==> src/rtl/frame_tx_sequencer.sv <==
// Per-frame sequencer for the parallel output interface: latches configuration,
// streams sample RAM read addresses paced by READ_NEXT, then enforces an inter-frame gap.
module frame_tx_sequencer #(
  parameter int ADDR_WIDTH = 12,
  parameter int LEN_WIDTH  = 12,
  parameter int GAP_WIDTH  = 8,
  parameter int CNT_WIDTH  = 16
) (
  input  logic                  CLK,
  input  logic                  RESET,
  input  logic                  START,
  input  logic                  ABORT,
  input  logic                  CLR_OVERRUN,
  input  logic [LEN_WIDTH-1:0]  CFG_FRAME_LEN,
  input  logic [ADDR_WIDTH-1:0] CFG_BASE,
  input  logic [GAP_WIDTH-1:0]  CFG_GAP,
  input  logic                  PI_READ_NEXT,
  input  logic                  PI_FRAME_DONE,
  output logic                  PI_RESET,
  output logic [LEN_WIDTH-1:0]  PI_FRAME_LEN,
  output logic                  MEM_RD_EN,
  output logic [ADDR_WIDTH-1:0] MEM_RD_ADDR,
  output logic                  BUSY,
  output logic                  FRAME_DONE_P,
  output logic [CNT_WIDTH-1:0]  FRAME_CNT,
  output logic                  OVERRUN,
  output logic                  ERR
);

  typedef enum logic [1:0] {IDLE, LOAD, STREAM, GAP} state_t;

  localparam logic [ADDR_WIDTH-1:0] ADDR_ONE  = {{(ADDR_WIDTH-1){1'b0}}, 1'b1};
  localparam logic [LEN_WIDTH-1:0]  LEN_ONE   = {{(LEN_WIDTH-1){1'b0}}, 1'b1};
  localparam logic [GAP_WIDTH-1:0]  GAP_ONE   = {{(GAP_WIDTH-1){1'b0}}, 1'b1};
  localparam logic [CNT_WIDTH-1:0]  CNT_ONE   = {{(CNT_WIDTH-1){1'b0}}, 1'b1};
  localparam logic [LEN_WIDTH+1:0]  DWELL_ONE = {{(LEN_WIDTH+1){1'b0}}, 1'b1};
  localparam logic [LEN_WIDTH+1:0]  WD_SLACK  = {{(LEN_WIDTH-1){1'b0}}, 3'd4};

  state_t                  state_reg;
  logic [LEN_WIDTH-1:0]    len_reg;
  logic [LEN_WIDTH-1:0]    issued_reg;
  logic [GAP_WIDTH-1:0]    gap_reg;
  logic [GAP_WIDTH-1:0]    gap_cnt_reg;
  logic [LEN_WIDTH+1:0]    dwell_reg;
  logic [LEN_WIDTH+1:0]    dwell_limit;

  logic                    pi_reset_reg;
  logic [LEN_WIDTH-1:0]    pi_frame_len_reg;
  logic                    rd_en_reg;
  logic [ADDR_WIDTH-1:0]   rd_addr_reg;
  logic                    busy_reg;
  logic                    done_p_reg;
  logic [CNT_WIDTH-1:0]    frame_cnt_reg;
  logic                    overrun_reg;
  logic                    err_reg;

  // Watchdog: a healthy interface finishes well within two cycles per sample.
  assign dwell_limit = {1'b0, len_reg, 1'b0} + WD_SLACK;

  always_ff @(posedge CLK or posedge RESET) begin
    if (RESET) begin
      state_reg        <= IDLE;
      len_reg          <= '0;
      issued_reg       <= '0;
      gap_reg          <= '0;
      gap_cnt_reg      <= '0;
      dwell_reg        <= '0;
      pi_reset_reg     <= 1'b1;
      pi_frame_len_reg <= '0;
      rd_en_reg        <= 1'b0;
      rd_addr_reg      <= '0;
      busy_reg         <= 1'b0;
      done_p_reg       <= 1'b0;
      frame_cnt_reg    <= '0;
      overrun_reg      <= 1'b0;
      err_reg          <= 1'b0;
    end else begin
      err_reg    <= 1'b0;
      done_p_reg <= 1'b0;

      if (START && (state_reg != IDLE)) begin
        overrun_reg <= 1'b1;
      end else if (CLR_OVERRUN) begin
        overrun_reg <= 1'b0;
      end

      if (ABORT) begin
        state_reg    <= IDLE;
        pi_reset_reg <= 1'b1;
        rd_en_reg    <= 1'b0;
        busy_reg     <= 1'b0;
      end else begin
        case (state_reg)
          IDLE: begin
            pi_reset_reg <= 1'b1;
            rd_en_reg    <= 1'b0;
            if (START) begin
              if (CFG_FRAME_LEN == '0) begin
                err_reg <= 1'b1;
              end else begin
                len_reg          <= CFG_FRAME_LEN;
                gap_reg          <= CFG_GAP;
                pi_frame_len_reg <= CFG_FRAME_LEN;
                rd_addr_reg      <= CFG_BASE;
                rd_en_reg        <= 1'b1;
                busy_reg         <= 1'b1;
                state_reg        <= LOAD;
              end
            end
          end

          LOAD: begin
            pi_reset_reg <= 1'b0;
            rd_en_reg    <= 1'b0;
            issued_reg   <= '0;
            dwell_reg    <= DWELL_ONE;
            state_reg    <= STREAM;
          end

          STREAM: begin
            dwell_reg <= dwell_reg + DWELL_ONE;
            // The done level left over from the interface reset is stale in the first cycle.
            if (PI_FRAME_DONE && (dwell_reg != DWELL_ONE)) begin
              pi_reset_reg  <= 1'b1;
              rd_en_reg     <= 1'b0;
              frame_cnt_reg <= frame_cnt_reg + CNT_ONE;
              done_p_reg    <= 1'b1;
              gap_cnt_reg   <= gap_reg;
              if (gap_reg != '0) begin
                state_reg <= GAP;
              end else begin
                state_reg <= IDLE;
                busy_reg  <= 1'b0;
              end
            end else if (dwell_reg == dwell_limit) begin
              err_reg      <= 1'b1;
              pi_reset_reg <= 1'b1;
              rd_en_reg    <= 1'b0;
              busy_reg     <= 1'b0;
              state_reg    <= IDLE;
            end else if (PI_READ_NEXT && (issued_reg != len_reg)) begin
              rd_en_reg   <= 1'b1;
              rd_addr_reg <= rd_addr_reg + ADDR_ONE;
              issued_reg  <= issued_reg + LEN_ONE;
            end else begin
              rd_en_reg <= 1'b0;
            end
          end

          GAP: begin
            pi_reset_reg <= 1'b1;
            rd_en_reg    <= 1'b0;
            if (gap_cnt_reg == '0) begin
              state_reg <= IDLE;
              busy_reg  <= 1'b0;
            end else begin
              gap_cnt_reg <= gap_cnt_reg - GAP_ONE;
            end
          end

          default: begin
            state_reg <= IDLE;
            busy_reg  <= 1'b0;
          end
        endcase
      end
    end
  end

  assign PI_RESET     = pi_reset_reg;
  assign PI_FRAME_LEN = pi_frame_len_reg;
  assign MEM_RD_EN    = rd_en_reg;
  assign MEM_RD_ADDR  = rd_addr_reg;
  assign BUSY         = busy_reg;
  assign FRAME_DONE_P = done_p_reg;
  assign FRAME_CNT    = frame_cnt_reg;
  assign OVERRUN      = overrun_reg;
  assign ERR          = err_reg;

endmodule

==> config.mk <==
export PLATFORM = sky130hd
export DESIGN_NAME = frame_tx_sequencer
export DESIGN_NICKNAME = d
export VERILOG_FILES = /design/src/rtl/frame_tx_sequencer.sv
export SDC_FILE = /design/constraint.sdc
export NUM_CORES = 1
export LEC_CHECK = 0
export CAP_MARGIN = 20
export CORE_MARGIN = 4
export CORE_UTILIZATION = 38
export CTS_CLUSTER_DIAMETER = 150
export DETAILED_ROUTE_END_ITERATION = 8
export SYNTH_ARGS = -nofsm -noshare
export SYNTH_HDL_FRONTEND = slang
export SYNTH_SLANG_ARGS = --single-unit
==> constraint.sdc <==
create_clock -name CLK -period 3.2 [get_ports CLK]
set_input_delay 0.64 -clock CLK [delete_from_list [all_inputs] [get_ports CLK]]
set_output_delay 0.64 -clock CLK [all_outputs]
set_load 0.02 [all_outputs]
# --- Yosys cells after proc, flatten, opt, wreduce, memory -nomap -nowiden ---
# Cells that the tools add are included.
op_classes:
  muxes: 52
  n_eq_ne: 18
  n_addsub: 6
  reduce_logical: 23
  n_bitwise: 2
op_table:
  columns: ["cell", "n"]
  rows:
  - ["12-bit 2-to-1 mux", 8]
  - ["12-bit case mux with 2 select lines", 2]
  - ["14-bit case mux with 2 select lines", 1]
  - ["1-bit 2-to-1 mux", 26]
  - ["12-bit by 1-bit adder with 12-bit output, second input constant", 2]
  - ["16-bit by 1-bit adder with 16-bit output, second input constant", 1]
  - ["8-bit 2-to-1 mux", 2]
  - ["8-bit case mux with 2 select lines", 1]
  - ["13-bit by 3-bit adder with 14-bit output, second input constant", 1]
  - ["14-bit by 1-bit adder with 14-bit output, second input constant", 1]
  - ["14-bit equality test", 1]
  - ["2-bit 2-to-1 mux", 7]
  - ["14-bit by 1-bit != test with 1-bit output, second input constant", 1]
  - ["2-bit != test, second input constant", 7]
  - ["12-bit logical NOT", 1]
  - ["12-bit != test", 1]
  - ["4-bit AND reduction", 3]
  - ["2-bit nonzero test", 5]
  - ["3-bit != test, second input constant", 3]
  - ["1-bit case mux with 3 select lines", 3]
  - ["8-bit logical NOT", 1]
  - ["4-bit != test, second input constant", 2]
  - ["2-bit case mux with 4 select lines", 1]
  - ["8-bit nonzero test", 1]
  - ["other kinds (14)", 19]
totals:
  input_bits: 39
  ff_bits: 90
  elab_cells: 115
  out_inout_bits: 46

# --- Logic depth before layout (Yosys ltp) ---
logic_depth:
  ltp_word: 7
  depth_mapped: 10
  ltp_nobuf: 9

# --- Worst setup path after synthesis ---
# OpenSTA, ideal clock, no wires.
synth_path:
  path_type: "register to register"
  startpoint: "register PI_FRAME_LEN[7] (netlist name)"
  endpoint: "register state_reg[1]"
  slack_ps: 634
  period_less_slack_ps: 2566
  stages_incl_launch_ff: 9
  required_ps: 3096
  n_path_buf: 1
  t_arrival_ps: 2462
  setup_time_ps: 104
  cell_sequence: "dfrtp_1 > buf_2 > nand3_1 > or3_1 > or2_0 > a2111o_1 > o21ai_1 > or4b_1 > o311ai_1"
synth_lines:
  columns: ["item", "line_no", "text"]
  rows:
  - ["to (signal assigned)", "62", "state_reg <= IDLE;"]
  - ["to (signal assigned)", "88", "state_reg <= IDLE;"]
  - ["to (signal assigned)", "107", "state_reg <= LOAD;"]
  - ["to (decl)", "39", "state_t state_reg;"]

==> results.toml <==
[global_route]
grt_max_degree = 36
antenna_found_initial = 0
grt_overflow = 0
grt_pass1_wl_microns = 23900
grt_usage_pct = 18.6
grt_pass1_vias = 4723

[clock_tree]
worst_skew_pair.late_latency_ns = 0.34
h-tree-depth = 3
postCtsHoldBufs = 0
postCtsResizedCells = 0
cts.sinks = 90
path_clk_slew_ns = 0.06
cts_setup_buffers = 0
root_buffer = "clkbuf_16"
cts_buffer_depth = 2
cts_buffers = 9
tritoncts = "built"

[sta]
slew_viol_final = 0
finalSetupViolCount = 0
finClkSkew_ns = 0.00678
rsz0062_at_grt = "false"
hold_viol = 0
fmax_mhz = 349
relSlewSlack_pct = 42.3
period_needed_ns = 2.87
fin_crit_sh_pct = 89.6
finalSetupTns_ns = 0
setup_ws_ns = 0.331
tightest_slew_ns = 0.864

[status]
run_status = "finished clean"

[routing]
via_per_inst = 5.55
wl_per_cell_microns = 16.7
drtIter0Drc = 297
wirelength_microns = 14000
drc_errors = 0
vias = 4636
final_antenna_net_count = 0
dr.pass1.iters = 4

[synthesis]
async_reset_ff_share_pct = 100
post-synth-top-area-fraction_pct = 42.4
synth_cells = 566
synth_ff_type = "dfrtp_1"
ys_ff_latch = 90
synth_area_sq_um = 5250
synth-warning-count = 0
synth_edf_count = 0
avgSynthCellArea_sq_um = 9.28
yosys.area.top_type = "dfrtp_1"
synth-seq-area-share_pct = 42.9
ys_top_cells_by_area = "dfrtp_1, xnor2_1, nand2_1, mux2_2, nand3_1"
ys_types = 72
syn_nets = 618

[power]
irDropWorstVdd_mv = 0.421
power.total_w = 0.00516
p_leak_nw = 2.72
cellPowerDensity_nw_per_um2 = 777

[die]
start_util_pct = 39.2
die_h_microns = 126
dieArea_sq_um = 15800
rows = 42
pin_count = 85
core_sq_um = 13400
die_x_microns = 126

[place]
placed_area_sq_um = 6360
pre_cts_slack_ns = 0.235
placed_cells = 821
hpwl_microns = 10400
place.gp.congestion = 0.850
port_buffers = 84

[final_layout]
largest_register_ffs = 16
final_cells = 836
fillers = 1257
finalNetCount = 708
design_area_sq_um = 6640
antennaDiodeCount = 0
drive_above_1_share_pct = 9.70
syn_to_final_growth_pct = 26.4

[critical_path]
required_ns = 3.44
worst_ep_arrival_time_ns = 3.10
path_delay_family = "simple AND/OR/NAND/NOR gates"
cp-start-kind = "register"
cpPeakStageDelay_ns = 0.56
path_buf_inv = 0
worstReg2RegEnd = "state_reg[1]"
reg2reg_slack_ns = 0.33
endpoint_kind = "register"
reg2reg_depth = 7
crit_chain = "nand3_1 -> or3_1 -> or2_0 -> a2111o_1 -> o21ai_1 -> or4b_1 -> o311ai_1"
worstReg2RegStart = "PI_FRAME_LEN[7]"
path_depth = 7
worst-setup-path-type = "register to register"
cp_max_fo = 8
critPathSlowestCell = "dfrtp_1"

[hold_path]
min_from = "FRAME_CNT[15]"
min_path_cells = 1
hold_class = "register to register"
holdPathEnd = "FRAME_CNT[15]"

[flow_run]
cap_violations = 0
==> cell usage in the layout (no fill, tap or decap), types with 3 or more instances in the layout <==
cell             instances
ha_1                    13
inv_1                   20
or3_1                   13
nand4_1                 12
clkbuf_16                9
nand2_1                 57
or4_1                    5
a31oi_1                  7
dfrtp_1                 89
nand2b_1                 6
mux2_2                  18
buf_4                   18
xnor2_1                 35
nor4b_1                  3
o22a_1                   3
and3_1                  19
o22ai_1                  7
and4_1                   3
nand3_1                 33
xor2_1                  15
nor4_1                  11
nor2_1                  38
o31ai_1                  4
nor2b_1                  5
a21o_1                   7
nor3_1                  16
clkdlybuf4s50_1         84
o311ai_0                 4
o211ai_1                 5
and2_1                   4
a21oi_1                 20
o21ai_0                 20
a211oi_1                 3
==> stage by stage <==
| step | hold slack [ns] | util (%) |
|---|---|---|
| 2_1_floorplan | 0.473 | - |
| 4_1_cts | 0.484 | 49.5 |
| 3_3_place_gp | 0.457 | 47.5 |
| 3_5_place_dp | 0.476 | 47.5 |
| 5_1_grt | 0.488 | 49.5 |
| 6_report | 0.471 | 49.5 |
==> power by group <==
part / switching (W) / internal (W)
Combinational: 0.00113 / 0.00104
Sequential: 0.000516 / 0.00149
Clock: 0.000424 / 0.000564
Total: 0.00207 / 0.00308
==> Yosys cell counts, drive strengths merged (2+ instances only) <==
cell type,instances
dfrtp,89
nand2,58
nor2,38
xnor2,35
nand3,34
o21ai,22
a21oi,21
inv,21
and3,20
mux2,18
nor3,18
clkbuf,15
xor2,15
ha,13
or3,13
nand4,12
nor4,11
buf,9
a21o,7
a31oi,7
o22ai,7
and2,6
nand2b,6
nor2b,5
o211ai,5
o311ai,5
or4,5
a211oi,4
o31ai,4
and4,3
nor4b,3
o22a,3
a21boi,2
a221o,2
a22o,2
a2bb2oi,2
a311oi,2
a41oi,2
o21a,2
or2,2
==> worst max path at each step <==
stage / start / to / slack [ns]
after floorplan: RESET / BUSY / 0.23
after global placement: CFG_FRAME_LEN[8] / MEM_RD_ADDR[8] / 0.27
after detailed placement: CFG_FRAME_LEN[9] / MEM_RD_ADDR[8] / 0.23
after CTS: PI_FRAME_LEN[7] / state_reg[1] / 0.38
after global routing: PI_FRAME_LEN[7] / state_reg[1] / 0.23
final: PI_FRAME_LEN[7] / state_reg[1] / 0.33
==> layer usage <==
| layer | track usage [%] | vias up | wire, microns |
|---|---|---|---|
| met4 | 7.21 | 0 | 235 |
| li1 | - | 2237 | - |
| met5 | 0 | - | 0 |
| met2 | 30.1 | 97 | 6760 |
| met1 | 24.7 | 2282 | 6440 |
| met3 | 3.71 | 20 | 546 |
==> logic make-up (layout without fill, tap and decap cells) <==
| kind of cell | count (synthesis) | count (layout) | synth area share [%] |
|---|---|---|---|
| AOI/OAI and AO/OA | 111 | 111 | 14.7 |
| xor gates and xnor gates | 50 | 50 | 8.34 |
| adders and majority gates | 13 | 13 | 3.10 |
| buffers and inverters | 46 | 140 | 3.65 |
| DFF | 90 | 90 | 42.9 |
| muxes | 19 | 19 | 4.05 |
| and+or+nand+nor | 237 | 237 | 23.3 |
==> cell type report <==
cell class              count  area [sq um]  area share (%)
multi-input cells         430          2810            42.4
clock inverters             2          12.5           0.189
well taps                 176           220            3.32
flip-flops and latches     90          2250            33.9
clock buffers              13           260            3.92
inverters                  22          83.8            1.26
repair buffers            103           996            15.0
Power figures use the tool's default switching activity.
